--- config.mk ---
export PLATFORM = sky130hd
export DESIGN_NAME = flash_read_responder
export DESIGN_NICKNAME = d
export VERILOG_FILES = /design/src/rtl/flash_read_responder.sv
export SDC_FILE = /design/constraint.sdc
export NUM_CORES = 1
export LEC_CHECK = 0
export ABC_AREA = 1
export CORE_MARGIN = 3
export CORE_UTILIZATION = 41
export CTS_CLUSTER_SIZE = 40
export DETAILED_ROUTE_END_ITERATION = 6
export GPL_TIMING_DRIVEN = 0
export PLACE_DENSITY = 0.87
export SLEW_MARGIN = 20
export SYNTH_ARGS = -nofsm -noshare
export SYNTH_HDL_FRONTEND = slang
export SYNTH_SLANG_ARGS = --single-unit
--- constraint.sdc ---
create_clock -name sm_clk -period 1.4 [get_ports sm_clk]
set_clock_uncertainty 0.15 [all_clocks]
set_input_delay 0.14 -clock sm_clk [delete_from_list [all_inputs] [get_ports sm_clk]]
set_output_delay 0.14 -clock sm_clk [all_outputs]
set_load 0.02 [all_outputs]
--- src/rtl/flash_read_responder.sv ---
// flash_read_responder
// Serves one read request from the shared-access arbiter. It latches the
// element address, issues a single word read to the memory slave, picks the
// addressed M-bit lane out of the returned W-bit word, and pulses finished.
//
// Optional feature: define RESP_TIMEOUT_EN to abandon a read that has spent
// TIMEOUT_CYCLES cycles in ISSUE/WAIT_DATA. An abandoned read returns zero
// data and raises timeout_error together with finished. Without the macro the
// responder waits indefinitely and timeout_error is tied low.
module flash_read_responder #(
  parameter int N              = 32,
  parameter int M              = 8,
  parameter int W              = 32,
  parameter int TIMEOUT_CYCLES = 255
) (
  input  logic         sm_clk,
  input  logic         reset,
  input  logic         start,
  input  logic [N-1:0] arguments,
  output logic         finished,
  output logic [M-1:0] received_data,
  output logic         busy,
  output logic [N-1:0] mem_address,
  output logic         mem_read,
  input  logic         mem_waitrequest,
  input  logic [W-1:0] mem_readdata,
  input  logic         mem_readdatavalid,
  output logic         timeout_error
);

  // Number of M-bit lanes in one memory word and the width of a lane index.
  localparam int LANES     = W / M;
  localparam int LANE_BITS = $clog2(LANES);
  localparam int LANE_W    = (LANE_BITS > 0) ? LANE_BITS : 1;

  typedef enum logic [2:0] {
    IDLE,
    ISSUE,
    WAIT_DATA,
    SELECT,
    DONE
  } state_t;

  state_t         state_reg;
  state_t         state_next;
  logic [N-1:0]   addr_reg;
  logic [W-1:0]   data_reg;
  logic [M-1:0]   received_data_reg;
  logic           timeout_now;
  logic           timeout_take;
  logic [LANE_W-1:0] lane_idx;
  logic [M-1:0]   lane_word [LANES];

  // Split the captured word into its lanes; lane 0 is the least significant.
  for (genvar gi = 0; gi < LANES; gi++) begin : g_lane
    assign lane_word[gi] = data_reg[gi*M +: M];
  end

  // Element address -> lane within the word and word address for the slave.
  assign lane_idx      = LANE_W'(addr_reg % N'(LANES));
  assign mem_address   = addr_reg >> LANE_BITS;
  assign received_data = received_data_reg;

`ifdef RESP_TIMEOUT_EN
  localparam int CNT_W = $clog2(TIMEOUT_CYCLES + 1);

  logic [CNT_W-1:0] cnt_reg;
  logic             timeout_reg;

  // The count reaches TIMEOUT_CYCLES on the edge where this is true.
  assign timeout_now   = (cnt_reg == CNT_W'(TIMEOUT_CYCLES - 1));
  assign timeout_error = (state_reg == DONE) && timeout_reg;

  // Cycle counter for the memory phase plus a flag remembering an abandoned read.
  always_ff @(posedge sm_clk) begin
    if (reset) begin
      cnt_reg     <= '0;
      timeout_reg <= 1'b0;
    end else begin
      if (state_reg == IDLE) begin
        cnt_reg <= '0;
      end else if (state_reg == ISSUE || state_reg == WAIT_DATA) begin
        cnt_reg <= cnt_reg + 1'b1;
      end
      if (state_reg == IDLE && start) begin
        timeout_reg <= 1'b0;
      end else if (timeout_take) begin
        timeout_reg <= 1'b1;
      end
    end
  end
`else
  assign timeout_now   = 1'b0;
  assign timeout_error = 1'b0;
`endif

  // State register; reset wins over any request in the same cycle.
  always_ff @(posedge sm_clk) begin
    if (reset) begin
      state_reg <= IDLE;
    end else begin
      state_reg <= state_next;
    end
  end

  // Datapath: latch the request, capture the word, and load the selected lane.
  always_ff @(posedge sm_clk) begin
    if (reset) begin
      addr_reg          <= '0;
      data_reg          <= '0;
      received_data_reg <= '0;
    end else begin
      if (state_reg == IDLE && start) begin
        addr_reg <= arguments;
      end
      if (state_reg == WAIT_DATA && mem_readdatavalid) begin
        data_reg <= mem_readdata;
      end
      if (state_reg == SELECT) begin
        received_data_reg <= lane_word[lane_idx];
      end else if (timeout_take) begin
        received_data_reg <= '0;
      end
    end
  end

  // Next-state logic and state-decoded outputs. A completed handshake or data
  // beat takes precedence over a timeout landing in the same cycle.
  always_comb begin
    state_next   = state_reg;
    timeout_take = 1'b0;
    busy         = (state_reg != IDLE);
    mem_read     = (state_reg == ISSUE);
    finished     = (state_reg == DONE);
    case (state_reg)
      IDLE: begin
        if (start) begin
          state_next = ISSUE;
        end
      end
      ISSUE: begin
        if (!mem_waitrequest) begin
          state_next = WAIT_DATA;
        end else if (timeout_now) begin
          state_next   = DONE;
          timeout_take = 1'b1;
        end
      end
      WAIT_DATA: begin
        if (mem_readdatavalid) begin
          state_next = SELECT;
        end else if (timeout_now) begin
          state_next   = DONE;
          timeout_take = 1'b1;
        end
      end
      SELECT: begin
        state_next = DONE;
      end
      DONE: begin
        state_next = IDLE;
      end
      default: begin
        state_next = IDLE;
      end
    endcase
  end

endmodule

==> impl_metrics.yaml, run 1 <==
status:
  status: "finished with violations"
  violations: "setup timing"
power:
  intPower_mw: 6.01
  p_leak_nw: 2.29
  swShare_pct: 37.1
  clock_power_share_pct: 21.1
  p_sw_mw: 3.54
  power_density_mw_per_mm2: 1750
  irDropWorstVdd_uv: 730
  seqPwrFrac_pct: 31.8
  p_comb_share_pct: 47.1
worst_hold_path:
  min_path_cells: 3
  hp-class: "input pin to register"
  hold_path_end: "data_reg[18]"
  hold_start: "mem_readdata[18]"
global_route:
  grt_pass1_wl_microns: 14800
  grt_util_met2_pct: 38.0
  use_met3_pct: 5.63
  busiest_layer: "met2"
  antenna_found_initial: 0
  globalRoute.totalOverflow: 0
  grt_max_degree: 14
  grt_pass1_vias: 3126
  grt_use_total_pct: 21.1
  use_met1_pct: 24.2
job:
  drv_cap: 0
placement:
  dpl.hpwl_microns: 6600
  pre_cts_ws_ps: -374
  gp_congestion: 0.875
  dp_cells: 641
  placement.io_buffers: 109
logic_synthesis:
  ys_seq_elements: 75
  ys_types: 21
  synth_largest_area_cell: "dfxtp_1"
  syn_area_sq_mm: 0.00331
  synth.area.top_cells: "dfxtp_1 (45%), a21oi_1 (11%), inv_1 (8.8%), o21ai_0 (7.6%), buf_4 (7.5%)"
  syn_inst: 428
  yosysSeqAreaShare_pct: 45.4
  synth_warnings: 0
  synth_top_area_share_pct: 45.4
  synth.avg_cell_area_sq_um: 7.74
die:
  initial_core_util_pct: 42.6
  fp.dieW_microns: 95.9
  rows: 32
  io_pins: 113
  die_area_sq_mm: 0.00919
  coreArea_sq_mm: 0.00777
  die_h_microns: 95.9
detailed_routing:
  routedWlPerCell_microns: 15.9
  drt_iter0_drc: 115
  drc_errors: 0
  first_pass_iters: 5
  vias: 3391
  ant_nets: 0
  via_per_inst: 5.01
  drt-total-wl_microns: 10800
clock_network:
  htree_levels: 3
  cts_tree: "built"
  clockBufferDepth: 2
  clkSinkCount: 75
  cts_inserted_buffers: 9
  cts_root_buf: "clkbuf_8"
  path_clk_slew_ps: 80
  clock_insertion_delay_worst_skew_ps: 350
sta:
  drv_slew: 0
  period_share_pct: 105
  tns_ps: -2420
  fmax_mhz: 678
  min_period_ps: 1470
  hold_viol: 0
  setup_slack_ps: -74.8
  max_slew_margin_pct: 52.4
  rsz0062_at_grt: "true"
  worstMarginPinSlew_ps: 714
  setup_viol: 56
finish:
  fill_cells: 570
  final_common_cell: "inv_1"
  multi_input_area_sq_mm: 0.00151
  finalNonFillerCells: 677
  drive_gt1_share_pct: 37.2
  areaGrowthSynthToFinish_pct: 64.4
  seq_area_sq_mm: 0.00151
  antenna_cells: 0
  layout_common_cells: "inv_1 (77), dfxtp_1 (70), clkdlybuf4s50_1 (68)"
  nNetsFinal: 639
critical_path:
  startpoint_type: "register"
  worstSetupPathType: "register to register"
  worst-path-max-fanout: 7
  worstPathRequired_ps: 1490
  reg2reg_from: "state_reg[0]"
  r2r_setup_slack_ps: -70
  ff2ff_path_depth: 7
  rr_endpoint: "addr_reg[6]"
  cp.arrival_ps: 1560
  cp-end-kind: "register"
==> power groups by stage <==
stage / clock network, mW / registers [mW] / logic, mW
2_1_floorplan: 0 / 3.02 / 2.22
3_3_place_gp: 0 / 3.00 / 3.39
3_5_place_dp: 0 / 3.04 / 3.49
4_1_cts: 2.02 / 3.01 / 3.84
5_1_grt: 2.13 / 3.09 / 4.82
6_report: 2.01 / 3.04 / 4.50
==> how the worst max path moves through the flow <==
stage	startpoint	endpoint	slack, ps	depth (start not counted)
final	state_reg[0]	addr_reg[6]	-70	7
after global routing	state_reg[0]	addr_reg[20]	-140	7
after CTS	state_reg[0]	addr_reg[28]	-100	7
after detailed placement	reset	data_reg[9]	-370	6
after global placement	reset	data_reg[29]	-320	6
after floorplan	state_reg[0]	data_reg[19]	90	5
==> per-stage QoR <==
stage	total power [mW]	hold slack (ps)	utilization, %	instance area (sq um)
after floorplan	5.24	163	-	3320
after global placement	6.39	282	58.4	4540
after detailed placement	6.52	286	58.4	4540
after CTS	8.87	243	65.5	5090
after global routing	10.0	259	70.1	5440
final	9.55	267	70.1	5440
==> worst max-delay path, stage by stage (launching register included) <==
cell	delay (ps)
dfxtp_4	370
nor2_4	120
buf_6	120
buf_6	100
nand3_4	140
buf_6	190
o21ai_1	120
a21oi_1	60
==> cell families (layout without fill, tap and decap cells) <==
kind of cell / count (synthesis) / in the layout / share of synthesized area [%]
flip-flops: 75 / 75 / 45.4
other: 1 / 3 / 0.113
AO/OA/AOI/OAI: 153 / 153 / 23.8
AND/OR/NAND/NOR: 60 / 61 / 8.65
buffers and inverters: 139 / 283 / 22.1
==> repair_timing <==
action / in CTS / in global routing
setup buffers: 10 / 1
gates cloned: 5 / 4
resized for setup: 160 / 149
hold buffers: 0 / 0
endpoints found under the setup margin: 85 / 106
pin swaps: 10 / 11
==> cells in the mapped netlist <==
master and count:
o21ai_0 50, o21ai_1 22, nand3_4 2, buf_6 10
dfxtp_1 75, buf_2 8, conb_1 1, o211ai_1 8
inv_2 2, nand2_1 21, nor3_1 1, nand4_1 1
buf_4 33, clkbuf_1 8, nor2_1 20, nand3_1 13
a21oi_1 72, o21bai_1 1, inv_1 78, nand3_2 1
nor2_4 1
==> metal layers <==
metal | vias up | wire length [microns] | part of all wire [%]
li1 | 1626 | - | -
met1 | 1585 | 4180 | 39
met2 | 159 | 5500 | 51
met3 | 21 | 916 | 8.5
met4 | 0 | 207 | 1.9
met5 | - | 0 | 0
==> cell type report <==
class / count / share of cell area, %
Tap cell: 102 / 2.34
Clock inverter: 7 / 2.14
Clock buffer: 9 / 2.28
Inverter: 80 / 5.61
Multi-Input combinational cell: 217 / 27.7
Buffer: 59 / 9.12
Sequential cell: 75 / 27.8
Timing Repair Buffer: 128 / 23.0
Note: power is estimated with default switching activity, not from simulation.
==> run 2: changes to the inputs <==
--- a/config.mk
+++ b/config.mk
@@ -6,13 +6,12 @@
 export NUM_CORES = 1
 export LEC_CHECK = 0
 export ABC_AREA = 1
-export CORE_MARGIN = 3
+export CORE_MARGIN = 1.5
 export CORE_UTILIZATION = 41
 export CTS_CLUSTER_SIZE = 40
 export DETAILED_ROUTE_END_ITERATION = 6
 export GPL_TIMING_DRIVEN = 0
 export PLACE_DENSITY = 0.87
-export SLEW_MARGIN = 20
 export SYNTH_ARGS = -nofsm -noshare
 export SYNTH_HDL_FRONTEND = slang
 export SYNTH_SLANG_ARGS = --single-unit
==> run 2 against run 1 <==
The run still ends with setup timing left. Cell count unchanged. Sequential share of layout area increased by 2.0 points. Sequential cell count unchanged. Register-to-register slack improved by 40 ps. Power decreased by 7.8%. Worst hold slack got worse by 30 ps. Sequential power about the same. Critical path depth decreased by 1. Via count decreased by 2.4%. Maximum frequency increased by 2.5%. Global-route usage increased by 0.41 points. Critical endpoint is now data_reg[8]. Largest cell class unchanged.
==> impl_metrics.yaml, run 2 (synthesized netlist as in run 1, its figures left out) <==
status:
  status: "finished with violations"
  violations: "setup timing"
placement:
  pre_cts_ws_ps: -359
  dp_cells: 641
  dpl.hpwl_microns: 6310
  gp_congestion: 0.836
  placed_area_sq_mm: 0.00454
  placement.io_buffers: 109
sta:
  min_period_ps: 1440
  tns_ps: -193
  period_share_pct: 103
  hold_viol: 0
  drv_slew: 0
  setup_viol: 15
  fmax_mhz: 695
  setup_slack_ps: -39.4
  whs_ps: 237
  rsz0062_at_grt: "true"
die:
  initial_core_util_pct: 42.6
  die_h_microns: 92.9
  die_area_sq_mm: 0.00862
  coreArea_sq_mm: 0.00777
  io_pins: 113
  rows: 32
  fp.dieW_microns: 92.9
critical_path:
  ff2ff_path_depth: 6
  reg2reg_from: "state_reg[0]"
  worst-path-max-fanout: 7
  rr_endpoint: "data_reg[8]"
  startpoint_type: "register"
  worstPathRequired_ps: 1490
  worstSetupPathType: "register to register"
  cp-end-kind: "register"
  cp.arrival_ps: 1530
  r2r_setup_slack_ps: -40
finish:
  final_area_sq_mm: 0.00507
  antenna_cells: 0
  fin_util_pct: 65.3
  layout_common_cells: "inv_1 (77), dfxtp_1 (70), clkdlybuf4s50_1 (68)"
  areaGrowthSynthToFinish_pct: 53.3
  final_common_cell: "inv_1"
  finalNonFillerCells: 677
  nNetsFinal: 639
  drive_gt1_share_pct: 31.0
worst_hold_path:
  hold_path_end: "data_reg[6]"
  hp-class: "input pin to register"
  hold_start: "mem_readdata[6]"
  min_path_cells: 3
global_route:
  grt_max_degree: 14
  grt_pass1_wl_microns: 14300
  grt_pass1_vias: 3072
  globalRoute.totalOverflow: 0
  grt_use_total_pct: 21.5
  antenna_found_initial: 0
power:
  power_density_mw_per_mm2: 1740
  p_total_mw: 8.81
  p_leak_nw: 2.15
  irDropWorstVdd_uv: 660
clock_network:
  cts_root_buf: "clkbuf_8"
  clock_insertion_delay_worst_skew_ps: 350
  cts_tree: "built"
  clkSinkCount: 75
  clockBufferDepth: 2
  path_clk_slew_ps: 80
  htree_levels: 3
  cts_inserted_buffers: 9
detailed_routing:
  drc_errors: 0
  drt_iter0_drc: 140
  drt-total-wl_microns: 9810
  via_per_inst: 4.89
  ant_nets: 0
  routedWlPerCell_microns: 14.5
  first_pass_iters: 6
  vias: 3308
job:
  drv_cap: 0
run 2: cell count changes in the layout (fill, tap and decap cells not counted), moves of 4 or more:
cell     before  now
o21ai_1      10   34
a21oi_2      22   18
o21ai_0      10   15
o21ai_4      12    1
buf_4        41   47
o21ai_2      40   22
a21oi_1      47   54
run 2: cell type report:
type	instances	area [sq um]
Fill cell	617	2690
Clock buffer	10	128
Multi-Input combinational cell	218	1300
Clock inverter	6	66.3
Inverter	80	308
Timing Repair Buffer	127	1160
Buffer	59	474
Sequential cell	75	1510
Tap cell	102	128
run 2: where the power goes:
group          switching [mW]  total (mW)  internal (mW)  leakage (nW)
registers               0.300        3.01           2.71         0.617
clock network           0.848        1.67          0.823        0.0885
logic                    2.21        4.13           1.91          1.44
run 2: worst max path at each step:
stage	cells after the start	endpoint	slack [ps]	startpoint
6_report	6	data_reg[8]	-40	state_reg[0]
5_1_grt	6	data_reg[8]	-100	state_reg[0]
4_1_cts	6	data_reg[23]	-4	state_reg[0]
3_5_place_dp	6	data_reg[9]	-360	reset
3_3_place_gp	6	data_reg[9]	-340	reset
2_1_floorplan	5	data_reg[19]	90	state_reg[0]
run 2: worst max-delay path: stages, from the launching register on:
cell	delay, ps
dfxtp_4	370
nor2_4	110
buf_8	150
nand3_4	130
buf_4	200
o21ai_0	160
a21oi_1	60
run 2: layer usage:
layer	part of all wire, %	wire [microns]	track usage, %	vias up
li1	-	-	-	1627
met1	40	3910	25.7	1499
met2	50	4860	36.7	158
met3	8.2	802	4.27	24
met4	2.3	229	9.85	0
met5	0	0	0	-
run 2: timing repair:
action	CTS	global route
pin swaps	3	5
hold buffers	0	0
setup endpoints to repair	98	103
gates cloned	2	3
resized for setup	103	133
buffers inserted	10	5
==> run 3: changes to the inputs <==
--- a/config.mk
+++ b/config.mk
@@ -6,7 +6,7 @@
 export NUM_CORES = 1
 export LEC_CHECK = 0
 export ABC_AREA = 1
-export CORE_MARGIN = 1.5
+export CORE_MARGIN = 1
 export CORE_UTILIZATION = 41
 export CTS_CLUSTER_SIZE = 40
 export DETAILED_ROUTE_END_ITERATION = 6
==> run 3 against run 2 <==
The flow still finishes with violations (setup timing). Die area shrank 2.1%. Global-route usage rose by 0.75 points. Worst hold slack improved by 23 ps. Maximum frequency is 0.99% lower. Sequential share of layout area shrank 0.52 points. First-iteration DRC count shrank 1.4%. Design area up 1.7%. Register-to-register slack about the same. Critical path depth is the same. Sequential power barely moved. Cell count shrank 0.44%. Sequential cell count unchanged. Highest routed layer unchanged.
==> impl_metrics.yaml, run 3 (synthesized netlist as in run 1, its figures left out) <==
critical_path:
  worstPathRequired_ps: 1490
  startpoint_type: "register"
  worstSetupPathType: "register to register"
  worst-path-max-fanout: 8
  cp.arrival_ps: 1550
  cp-end-kind: "register"
  ff2ff_path_depth: 6
worst_hold_path:
  hp-class: "input pin to register"
  min_path_cells: 3
power:
  power_density_mw_per_mm2: 1730
  p_total_mw: 8.92
  irDropWorstVdd_uv: 767
  p_leak_nw: 2.17
sta:
  rsz0062_at_grt: "true"
  whs_ps: 259
  min_period_ps: 1450
  setup_slack_ps: -53.8
  tns_ps: -734
  worstMarginPinSlew_ps: 715
  setup_viol: 39
  max_slew_margin_pct: 52.3
  hold_viol: 0
  period_share_pct: 104
  fmax_mhz: 688
  drv_slew: 0
status:
  status: "finished with violations"
  violations: "setup timing"
placement:
  dpl.hpwl_microns: 6580
  placed_area_sq_mm: 0.00454
  gp_congestion: 0.816
  placement.io_buffers: 109
detailed_routing:
  vias: 3414
  via_per_inst: 5.07
  drc_errors: 0
  drt-total-wl_microns: 10200
  drt_iter0_drc: 138
  ant_nets: 0
  first_pass_iters: 4
  routedWlPerCell_microns: 15.2
finish:
  fin_util_pct: 66.4
  final_area_sq_mm: 0.00516
  seq_area_sq_mm: 0.00151
  final_common_cell: "inv_1"
  fill_cells: 604
  multi_input_area_sq_mm: 0.00138
  nNetsFinal: 636
  drive_gt1_share_pct: 32.0
  areaGrowthSynthToFinish_pct: 55.8
  antenna_cells: 0
  layout_common_cells: "inv_1 (77), dfxtp_1 (71), clkdlybuf4s50_1 (68)"
die:
  die_area_sq_mm: 0.00844
  io_pins: 113
  die_h_microns: 91.9
  coreArea_sq_mm: 0.00777
  rows: 32
  initial_core_util_pct: 42.6
  fp.dieW_microns: 91.9
global_route:
  grt_max_degree: 12
  grt_pass1_wl_microns: 14700
  grt_use_total_pct: 22.2
  antenna_found_initial: 0
  globalRoute.totalOverflow: 0
  grt_pass1_vias: 3099
clock_network:
  clockBufferDepth: 2
  path_clk_slew_ps: 70
  ctsHoldBuffers: 0
  cts_root_buf: "clkbuf_8"
  cts_inserted_buffers: 9
  cts_tree: "built"
  clkSinkCount: 75
  htree_levels: 3
  clock_insertion_delay_worst_skew_ps: 350
job:
  drv_cap: 0
## run 3: cell types whose count changed in the layout (fill, tap and decap cells not counted), moves of 5 or more
cell,change
a21oi_1,+8
a21oi_2,-8
buf_4,-5
buf_6,+10
clkbuf_2,-7
clkdlybuf4s15_1,+6
o21ai_1,-22
o21ai_2,+21
## run 3: critical path: stages, from the launching register on
cell and delay (ps):
dfxtp_4 360, nor2_4 120, buf_6 150, nand3_4 170, buf_6 200, o21ai_2 140, a21oi_1 60
## run 3: where the power goes
group	total (mW)	internal, mW	switching [mW]	leakage (nW)
Clock	1.73	0.974	0.760	0.104
Combinational	4.15	1.88	2.27	1.45
Sequential	3.04	2.71	0.329	0.617
## run 3: metrics by stage
stage / cells / setup WS, ps
finish: 674 / -53.8
floorplan: 430 / 90.0
CTS: 669 / -28.1
global placement: 641 / -304
detailed placement: 641 / -408
global route: 674 / -107
## run 3: final cells by class
cell class,instances,area share (%)
Multi-Input combinational cell,218,26.8
Clock inverter,1,0.582
Buffer,58,8.78
Timing Repair Buffer,125,22.5
Tap cell,102,2.47
Clock buffer,15,3.42
Inverter,80,6.11
Sequential cell,75,29.3
## run 3: path summary, 6_finish.rpt
| path | start | endpoint | slack (ps) |
|---|---|---|---|
| hold / removal | arguments[3] | addr_reg[3] | 260 |
| setup / recovery | state_reg[0] | data_reg[7] | -50 |
| hold reg to reg | addr_reg[31] | addr_reg[31] | 290 |
| setup reg to reg | state_reg[0] | data_reg[7] | -50 |
## run 3: layer usage
| layer | wire (microns) | track usage [%] | vias up |
|---|---|---|---|
| li1 | - | - | 1628 |
| met1 | 4160 | 26.7 | 1593 |
| met2 | 5130 | 39.1 | 162 |
| met3 | 670 | 4.15 | 31 |
| met4 | 258 | 8.59 | 0 |
| met5 | 0 | 0 | - |
## run 3: repair_timing
item | 4_1_cts | 5_1_grt
setup buffers | 9 | 1
setup endpoints to repair | 102 | 94
gates cloned | 4 | 4
pin swaps | 3 | 4
gates resized for setup | 130 | 131
endpoints found under the hold margin | 0 | 0
==> variant 1: new RTL, settings of run 2 <==
The option `RESP_TIMEOUT_EN` is turned on by a define.
--- a/src/rtl/flash_read_responder.sv
+++ b/src/rtl/flash_read_responder.sv
@@ -8,4 +8,6 @@
 // data and raises timeout_error together with finished. Without the macro the
 // responder waits indefinitely and timeout_error is tied low.
+`define RESP_TIMEOUT_EN
+
 module flash_read_responder #(
   parameter int N              = 32,
Formal check against the unedited RTL: same outputs for any inputs over 10 cycles, from zero or initial values and one cycle with reset high; that may be too few to reach the edited logic, so the function may still have changed.
==> variant 1 against run 2 <==
Highest routed layer unchanged; sequential cell count increased by 9; worst setup slack worse by 0.15 ns; die area rose by 12%; largest power group is now sequential cells; maximum frequency decreased by 9.3%; via count rose by 25%; area after synthesis grew 12%; total power decreased by 24%; final area rose by 18%; count of clock-buffer cells in the layout fell by 1; the flow still finishes with violations (setup timing); routed wire length up 37%.
==> variant 1: results (changes against run 2) <==
Status -> complete, but fails checks (unchanged)
Failing checks -> setup timing (unchanged)
Synth cell types -> 25 (was 21)
Sequential share of the synthesized area -> 0.452 (was 0.454)
DRT Pass-1 Iters -> 5 (was 6)
Global-route wire length before repair -> 18.6 mm (was 14.3 mm)
Vias in the first global route -> 3976 (was 3072)
Worst r2r dst -> state_reg[1] (was data_reg[8])
Largest net degree at the start of global routing -> 15 (was 14)
Layout Nets -> 712 (was 639)
GR Util All Layers -> 0.241 (was 0.215)
Layout cells sized above 1 -> 0.416 (was 0.310)
Filler cells -> 614 (was 617)
Port Buffer Count -> 108 (was 109)
Setup TNS -> -8.72 ns (was -0.193 ns)
Routability cong. -> 0.840 (was 0.836)
Post-route setup slack -> -0.188 ns (was -0.0394 ns)
DRT iter0 DRCs -> 327 (was 140)
Synth Instances -> 493 (was 428)
Via count -> 4138 (was 3308)
Top cells by count, synth -> 84 x dfxtp_1, 75 x a21oi_1, 74 x nand2_1, 46 x nand3_1, 41 x nor2_1 (was 78 x inv_1, 75 x dfxtp_1, 72 x a21oi_1, 50 x o21ai_0, 33 x buf_4)
LEAKAGE -> 0.00251 uW (was 0.00215 uW)
Wire per inst -> 17.8 um (was 14.5 um)
HPWL after DPL -> 7.67 mm (was 6.31 mm)
R2R cell count -> 9 (was 6)
Max VDD drop -> 0.671 mV (was 0.660 mV)
Final setup fails -> 85 (was 15)
Clock Latency Late Sink -> 0.37 ns (was 0.35 ns)
Synth area leaders -> dfxtp_1 45%, a21oi_1 10%, buf_4 7.9% (was dfxtp_1 45%, a21oi_1 11%, inv_1 8.8%)
Critical path launch point -> state_reg[2] (was state_reg[0])
Crit path arrival time -> 1.72 ns (was 1.53 ns)
variant 1: changes by cell type in the layout (fill, tap and decap cells not counted), sizes merged, moves of 3 or more:
cell and change:
nand3 +28, dfxtp +9, nand4 +3, inv -44, nand2 +62, nor2 +23, a21oi +3, buf +9
clkbuf +4, o21ai -27
variant 1: layout make-up:
type | count | area [um2] | share of cell area
inverter | 35 | 149 | 0.0248
clock buffer | 9 | 124 | 0.0206
buffer | 62 | 485 | 0.0808
multi-input combinational | 315 | 2130 | 0.355
tap | 108 | 135 | 0.0225
timing repair buffer | 134 | 1220 | 0.204
clock inverter | 7 | 66.3 | 0.0110
sequential | 84 | 1690 | 0.282
variant 1: how the worst min path moves through the flow:
stage	startpoint	end	slack, ns	cells past startpoint
2_1_floorplan	mem_readdata[0]	data_reg[0]	0.12	2
3_3_place_gp	data_reg[31]	data_reg[31]	0.29	2
3_5_place_dp	timeout_reg	timeout_reg	0.30	2
4_1_cts	start	addr_reg[8]	0.17	3
5_1_grt	arguments[31]	addr_reg[31]	0.20	3
6_report	arguments[25]	addr_reg[25]	0.20	3
variant 1: cells by family (layout without fill, tap and decap cells):
| group | after synthesis | count (layout) | synth area share |
|---|---|---|---|
| AO/OA/AOI/OAI | 129 | 129 | 0.180 |
| XOR/XNOR | 1 | 1 | 0.00235 |
| adder cells (fa/ha/maj) | 2 | 2 | 0.00672 |
| buffers and inverters | 97 | 247 | 0.144 |
| flip-flops | 84 | 84 | 0.452 |
| other | 1 | 2 | 0.00101 |
| AND/OR/NAND/NOR | 179 | 181 | 0.215 |
variant 1: what timing repair did:
action	CTS	global route
cloned	7	0
setup endpoints to repair	122	114
hold endpoints to repair	1	0
pin swaps	10	26
gates resized for setup	175	182
buffers inserted	17	5
hold buffers	1	0
variant 1: critical path, stage by stage, from the launching register on:
cell	delay, ns
dfxtp_4	0.36
buf_6	0.12
nor2_4	0.16
nand2_4	0.10
nor2_8	0.15
inv_6	0.08
buf_12	0.15
o21ai_2	0.05
nor2_1	0.06
nor2_1	0.11
variant 1: per-layer routing:
layer / vias to the layer above / wire, um / GRT usage
li1: 1892 / - / -
met4: 0 / 509 / 0.118
met5: - / 0 / 0
met2: 244 / 7010 / 0.444
met1: 1955 / 4940 / 0.263
met3: 47 / 982 / 0.0458
variant 1: where the power goes:
part,internal (uW),total [uW],switching (uW)
registers,2570,2700,131
clock network,818,1710,897
logic,1030,2250,1220
variant 1: stage by stage:
stage / setup WS (ns) / utilization / power (uW)
after floorplan: 0.00934 / - / 3650
after global placement: -0.260 / 0.564 / 4200
after detailed placement: -0.324 / 0.564 / 4260
after CTS: -0.161 / 0.635 / 6250
after global routing: -0.251 / 0.685 / 6910
final: -0.188 / 0.685 / 6670
==> variant 2: new RTL, config.mk and constraints of run 2 <==
Without the edit above. The 5 states of `state_t` get a one-hot encoding in 5 bits.
--- a/src/rtl/flash_read_responder.sv
+++ b/src/rtl/flash_read_responder.sv
@@ -34,10 +34,10 @@
   localparam int LANE_W    = (LANE_BITS > 0) ? LANE_BITS : 1;
 
-  typedef enum logic [2:0] {
-    IDLE,
-    ISSUE,
-    WAIT_DATA,
-    SELECT,
-    DONE
+  typedef enum logic [4:0] {
+    IDLE      = 5'b00001,
+    ISSUE     = 5'b00010,
+    WAIT_DATA = 5'b00100,
+    SELECT    = 5'b01000,
+    DONE      = 5'b10000
   } state_t;
 
Formal check against the unedited RTL: same outputs for any inputs over 10 cycles, from zero or initial values and one cycle with reset high; not proved beyond that.
==> variant 2 against run 2 <==
The run still ends with setup timing left; worst setup slack lost 0.22 ns; routed wire length grew 15%; area after synthesis shrank 0.15%; first-iteration DRC count grew 45%; count of clock-buffer cells in the layout grew 2; sequential share of layout area shrank 2.4 points; final cell count grew 1.6%; final area grew 11%; sequential cell count grew 2; critical path type unchanged; largest cell class unchanged.
Power is not compared: it rests on default switching activity, and its combinational part moved more than twofold at a synthesized area within 25%.
==> variant 2: results (changes against run 2) <==
Crit path arrival time -> 1.74 ns (was 1.53 ns)
Via count -> 3473 (was 3308)
Non-clock buffer share -> 0.343 (was 0.322)
Synth Instances -> 426 (was 428)
DRT iter0 DRCs -> 203 (was 140)
Post-route setup slack -> -0.255 ns (was -0.0394 ns)
ClkCell Share -> 0.0341 (was 0.0382)
Layout area overhead -> 70.8% (was 53.3%)
Vias in the first global route -> 3191 (was 3072)
Worst R2R Start -> state_reg[2] (was state_reg[0])
Placed inst area -> 0.00453 mm2 (was 0.00454 mm2)
Filler cells -> 542 (was 617)
Multi-input gates -> 221 (was 218)
Reg2reg setup slack -> -0.26 ns (was -0.04 ns)
Global-route wire length before repair -> 14.8 mm (was 14.3 mm)
Final setup fails -> 70 (was 15)
Inverter count -> 71 (was 80)
# placed instances -> 639 (was 641)
Sequential share of the synthesized area -> 0.466 (was 0.454)
Layout Nets -> 650 (was 639)
Status -> complete, but fails checks (unchanged)
Routability cong. -> 0.864 (was 0.836)
Failing checks -> setup timing (unchanged)
# clk buffers -> 12 (was 10)
Buffers, non-clock -> 201 (was 186)
Hold Crit Endpoint -> data_reg[5] (was data_reg[6])
[variant 2: routing by layer]
metal  vias up  global-route usage  part of all wire
met5         -                   0                 0
met1      1618               0.253              0.38
met3        36              0.0517             0.065
met2       163               0.391              0.52
li1       1656                   -                 -
met4         0              0.0947             0.035
[variant 2: worst max-delay path: stages (launching register included)]
cell	delay (ns)
dfxtp_2	0.35
nor2_4	0.17
buf_6	0.12
nand4_1	0.12
buf_6	0.17
buf_12	0.14
buf_4	0.13
o21ai_2	0.15
a21oi_2	0.04
[variant 2: logic make-up (layout without fill, tap and decap cells)]
kind of cell | Yosys count | in the layout | share of synthesized area
AO/OA/AOI/OAI | 170 | 170 | 0.258
AND/OR/NAND/NOR | 48 | 48 | 0.0609
buffers and inverters | 130 | 288 | 0.214
other | 1 | 3 | 0.00113
flip-flops | 77 | 77 | 0.466
[variant 2: timing repair]
item                       4_1_cts  5_1_grt
pin swaps                        7       21
buffers inserted                10       13
setup endpoints to repair      112      107
cloned                           5        6
gates resized for setup        160      172
